===== src/rtl/ic_7458_bist.sv =====
// Exhaustive BIST sequencer for the 7458 quad-AND/dual-OR block: drives all 1024 vectors, counts mismatches.
// Build macro IC_7458_BIST_STOP_ON_ERR_EN: end the sweep on the first mismatching vector.
module ic_7458_bist #(
    parameter int unsigned SETTLE_CYCLES = 1,
    parameter int unsigned ERR_W         = 11
) (
    input  logic             clk,
    input  logic             rst,
    input  logic             start,
    output logic             p1a,
    output logic             p1b,
    output logic             p1c,
    output logic             p1d,
    output logic             p1e,
    output logic             p1f,
    output logic             p2a,
    output logic             p2b,
    output logic             p2c,
    output logic             p2d,
    input  logic             p1y,
    input  logic             p2y,
    output logic             busy,
    output logic             done,
    output logic             pass,
    output logic [ERR_W-1:0] err_count,
    output logic [9:0]       first_err_vec
);
    localparam int unsigned VEC_W = 10;
    localparam int unsigned SET_W = (SETTLE_CYCLES > 1) ? $clog2(SETTLE_CYCLES) : 1;
    localparam logic [SET_W-1:0] SET_LAST = SET_W'(SETTLE_CYCLES - 1);
    localparam logic [VEC_W-1:0] VEC_LAST = '1;
    localparam logic [ERR_W-1:0] ERR_MAX  = '1;

    typedef enum logic [1:0] {ST_IDLE, ST_APPLY, ST_CHECK, ST_DONE} state_e;

    state_e             state_q, state_d;
    logic [VEC_W-1:0]   vec_q, vec_d;
    logic [SET_W-1:0]   settle_q, settle_d;
    logic [ERR_W-1:0]   err_q, err_d;
    logic [VEC_W-1:0]   first_q, first_d;
    logic               busy_q, busy_d;
    logic               done_q, done_d;
    logic               pass_q, pass_d;
    logic               exp1, exp2, mismatch, stop;

    // Golden 7458 model evaluated against the live outputs during CHECK
    always_comb begin
        exp1     = (vec_q[0] & vec_q[1] & vec_q[2]) | (vec_q[3] & vec_q[4] & vec_q[5]);
        exp2     = (vec_q[6] & vec_q[7]) | (vec_q[8] & vec_q[9]);
        mismatch = (p1y != exp1) || (p2y != exp2);
`ifdef IC_7458_BIST_STOP_ON_ERR_EN
        stop     = mismatch || (vec_q == VEC_LAST);
`else
        stop     = (vec_q == VEC_LAST);
`endif
    end

    always_comb begin
        state_d  = state_q;
        vec_d    = vec_q;
        settle_d = settle_q;
        err_d    = err_q;
        first_d  = first_q;
        case (state_q)
            ST_IDLE, ST_DONE: begin
                if (start) begin
                    state_d  = ST_APPLY;
                    vec_d    = '0;
                    settle_d = '0;
                    err_d    = '0;
                    first_d  = '0;
                end
            end
            ST_APPLY: begin
                if (settle_q == SET_LAST) begin
                    state_d = ST_CHECK;
                end else begin
                    settle_d = settle_q + SET_W'(1);
                end
            end
            ST_CHECK: begin
                settle_d = '0;
                if (mismatch) begin
                    if (err_q != ERR_MAX) err_d = err_q + ERR_W'(1);
                    if (err_q == '0)      first_d = vec_q;
                end
                if (stop) begin
                    state_d = ST_DONE;
                end else begin
                    state_d = ST_APPLY;
                    vec_d   = vec_q + VEC_W'(1);
                end
            end
            default: state_d = ST_IDLE;
        endcase
        // Status flags registered from the next state so they align with it
        busy_d = (state_d == ST_APPLY) || (state_d == ST_CHECK);
        done_d = (state_d == ST_DONE);
        pass_d = done_d && (err_d == '0);
    end

    always_ff @(posedge clk) begin
        if (rst) begin
            state_q  <= ST_IDLE;
            vec_q    <= '0;
            settle_q <= '0;
            err_q    <= '0;
            first_q  <= '0;
            busy_q   <= 1'b0;
            done_q   <= 1'b0;
            pass_q   <= 1'b0;
        end else begin
            state_q  <= state_d;
            vec_q    <= vec_d;
            settle_q <= settle_d;
            err_q    <= err_d;
            first_q  <= first_d;
            busy_q   <= busy_d;
            done_q   <= done_d;
            pass_q   <= pass_d;
        end
    end

    assign {p2d, p2c, p2b, p2a, p1f, p1e, p1d, p1c, p1b, p1a} = vec_q;
    assign busy          = busy_q;
    assign done          = done_q;
    assign pass          = pass_q;
    assign err_count     = err_q;
    assign first_err_vec = first_q;

endmodule

===== config.mk =====
export PLATFORM = sky130hd
export DESIGN_NAME = ic_7458_bist
export DESIGN_NICKNAME = d
export VERILOG_FILES = /design/src/rtl/ic_7458_bist.sv
export SDC_FILE = /design/constraint.sdc
export NUM_CORES = 1
export LEC_CHECK = 0
export ABC_AREA = 0
export CAP_MARGIN = 20
export CORE_MARGIN = 2
export CORE_UTILIZATION = 50
export DETAILED_ROUTE_END_ITERATION = 8
export PLACE_DENSITY = 0.85
export SLEW_MARGIN = 40
export SYNTH_ARGS = -nofsm -noshare
export SYNTH_HDL_FRONTEND = slang
export SYNTH_SLANG_ARGS = --single-unit

===== constraint.sdc =====
create_clock -name clk -period 6.15 [get_ports clk]
set_input_delay 1.845 -clock clk [delete_from_list [all_inputs] [get_ports clk]]
set_output_delay 1.845 -clock clk [all_outputs]
set_load 0.05 [all_outputs]

==> results.py <==
metrics = {
    "placed_design": {
        "place.gp.congestion": 0.9315,
        "dp.cells": 281,
        "dpl_cell_area_um2": 2186,
        "dp_hpwl_um": 3001,
        "io_buffers": 38,
    },
    "global_route": {
        "grt.total_usage": 0.2272,
        "antenna_found_initial": 0,
        "grt_overflow": 0,
        "grt_pass1_vias": 1505,
        "grt_pass1_wl_um": 7196,
        "grt_max_degree": 27,
    },
    "setup_path": {
        "crit_family": "simple AND/OR/NAND/NOR gates",
        "worstPathRequired_ps": 6410,
        "path_class": "in -> reg",
        "r2r-start": "vec_q[0]$_SDFFE_PP0P_",
        "cp_slowest_cell": "or4_1",
        "worstPathCellList": "clkdlybuf4s50_1, and2b_4, or2_2, a21oi_4, nand2_2, a32o_1, or4_1, nor4_2",
        "crit_path_end_kind": "flop",
        "rr_endpoint": "pass$_SDFF_PP0_",
        "start_kind": "primary input",
        "cp_max_fo": 6,
        "reg2regPathDepth": 9,
        "cp.buffers_inverters": 1,
        "r2r_slack_ps": 3440,
        "max_stage_delay_ps": 530,
        "arrival_ps": 4190,
    },
    "route": {
        "totalWireLength_um": 4188,
        "wl_per_cell_um": 14.49,
        "drtIter0Drc": 133,
        "via_count": 1670,
        "drcViolationCount": 0,
        "first_pass_iters": 4,
        "ant_nets": 0,
        "vias_per_cell": 5.779,
    },
    "hold_path": {
        "min_to": "first_err_vec[6]$_SDFFE_PP0P_",
        "hold_class": "reg -> reg",
        "min_from": "first_err_vec[6]$_SDFFE_PP0P_",
        "min_delay_path_depth": 2,
    },
    "finish": {
        "syn2layout_area_growth_pct": 27.68,
        "nets": 254,
        "fin_cells": 289,
        "drive_above_1_share": 0.08642,
        "final_cell_mix": "clkdlybuf4s50_1 (37), dfxtp_1 (36), nor2_1 (34)",
        "layout_commonest_cell": "clkdlybuf4s50_1",
        "insertedDiodeCount": 0,
        "fin_util": 0.6726,
        "final_area_um2": 2262,
    },
    "clocking": {
        "worstSkewPairLatency_ps": 340,
        "post_cts_buffers": 0,
        "cts_hold_buf": 0,
        "cts_buffers": 5,
        "cts-htree-levels": 2,
        "ctsLongestPathBuffers": 2,
        "cts_resized": 0,
        "cts-root-buf": "clkbuf_4",
        "cts.sinks": 36,
        "clkTransAtPathRegs_ps": 110,
        "tritoncts": "built",
    },
    "floorplan": {
        "initial_core_util": 0.5268,
        "die_width_um": 63.53,
        "fp.dieH_um": 63.53,
        "die_area_um2": 4035,
        "pin_count": 39,
        "coreArea_um2": 3363,
        "fp-row-count": 21,
    },
    "sta": {
        "worst_pin_slew_ps": 708.3,
        "slew_headroom": 0.5261,
        "hold_viol_final": 0,
        "skew_ps": 12.10,
        "fin_setup_tns_ps": 0,
        "rsz0062_at_grt": "no",
        "drv_slew": 0,
        "hold_ws_ps": 525.5,
        "setup_viol": 0,
        "fin_crit_sh": 0.6394,
        "max_freq_ghz": 0.2543,
        "min_period_ps": 3932,
    },
    "logic_synthesis": {
        "yosysWarnings": 0,
        "syn_avg_cell_area_um2": 8.771,
        "syn_area_um2": 1772,
        "yosysSeqAreaShare": 0.4068,
        "syn_inst": 202,
        "async_flop_share": 0,
        "syn-num-nets": 214,
        "synth-edff-count": 0,
        "synth-seq-cells": 36,
        "ys.flop_type": "dfxtp_1",
        "synth.distinct_cells": 45,
    },
    "flow_run": {
        "maxCapViolCount": 0,
    },
    "pwr": {
        "leakage_nw": 0.7949,
        "p_per_area_nw_per_um2": 240.7,
        "irDropWorstVdd_mv": 0.1587,
    },
    "run_status": {
        "status": "finished, final reports clean",
    },
}
[power by group]
part / leakage, nW / switching, W / internal [W] / total (W)
clock: 0.0422 / 0.0000784 / 0.0000852 / 0.000164
combinational: 0.462 / 0.0000892 / 0.0000424 / 0.000132
sequential: 0.291 / 0.00000721 / 0.000242 / 0.000249
[sequential cells by signal, indices dropped and copies added, names as in the netlist]
| name | count |
|---|---|
| done | 1 |
| busy | 1 |
| first_err_vec | 10 |
| err_count | 11 |
| pass | 1 |
| state_q | 2 |
| vec_q | 10 |
[per-stage QoR]
stage	setup WS [ps]	power, W
6_report	2218	0.0005444
3_5_place_dp	1884	0.0003859
5_1_grt	2109	0.0005711
3_3_place_gp	1929	0.0003826
2_1_floorplan	2480	0.0003505
4_1_cts	2224	0.0005466
[logic make-up after synthesis]
kind of cell	after synthesis	share of synthesized area
simple gates	93	0.2705
compound gates	44	0.1900
flops	36	0.4068
buf+inv	11	0.02331
xor+xnor	9	0.04873
fa+ha+maj	7	0.04943
mux	2	0.01130
[cell type report]
cell class	count	area [um2]
Clock buffer	6	41.29
Clock inverter	2	35.03
Fill cell	294	1101
Inverter	6	22.52
Multi-Input combinational cell	155	1010
Sequential cell	36	720.7
Tap cell	46	57.56
Timing Repair Buffer	38	375.4
[per-layer routing]
layer / track usage / routed length, um / up-vias
met5: 0 / 0 / -
met4: 0.07609 / 70 / 0
met3: 0.07143 / 304 / 10
met2: 0.3724 / 1998 / 67
met1: 0.2819 / 1815 / 779
li1: - / - / 814
[worst max path at each step]
stage	from	end	slack, ps	depth (start not counted)
6_report	start	pass$_SDFF_PP0_	2220	8
5_1_grt	start	pass$_SDFF_PP0_	2110	8
4_1_cts	start	pass$_SDFF_PP0_	2220	8
3_5_place_dp	start	pass$_SDFF_PP0_	1880	8
3_3_place_gp	start	pass$_SDFF_PP0_	1930	8
2_1_floorplan	start	pass$_SDFF_PP0_	2480	7
[synthesized netlist by cell type (2+ instances only)]
| master | number | area [um2] |
|---|---|---|
| dfxtp_1 | 36 | 720.7 |
| nor2_1 | 34 | 127.6 |
| nand2_1 | 11 | 41.29 |
| a22oi_1 | 10 | 75.07 |
| nor2b_1 | 10 | 62.56 |
| a21oi_1 | 8 | 40.04 |
| ha_1 | 7 | 87.58 |
| nand3_1 | 7 | 35.03 |
| inv_1 | 6 | 22.52 |
| nor3_1 | 6 | 30.03 |
| o21ai_0 | 6 | 30.03 |
| clkbuf_1 | 5 | 18.77 |
| or3_1 | 5 | 31.28 |
| xor2_1 | 5 | 43.79 |
| nand4_1 | 4 | 25.02 |
| nor4_1 | 3 | 18.77 |
| xnor2_1 | 3 | 26.28 |
| a211oi_1 | 2 | 15.01 |
| a311oi_1 | 2 | 17.52 |
| a31oi_1 | 2 | 12.51 |
| a32o_1 | 2 | 20.02 |
| and3_1 | 2 | 12.51 |
| mux2i_1 | 2 | 20.02 |
| nor4_2 | 2 | 25.02 |
| o311ai_0 | 2 | 17.52 |
[worst min-delay path: stages, from the launching register on]
cell and delay [ps]:
dfxtp_1 340, a22oi_1 80, nor2_1 80
(Power assumes the default switching activity.)
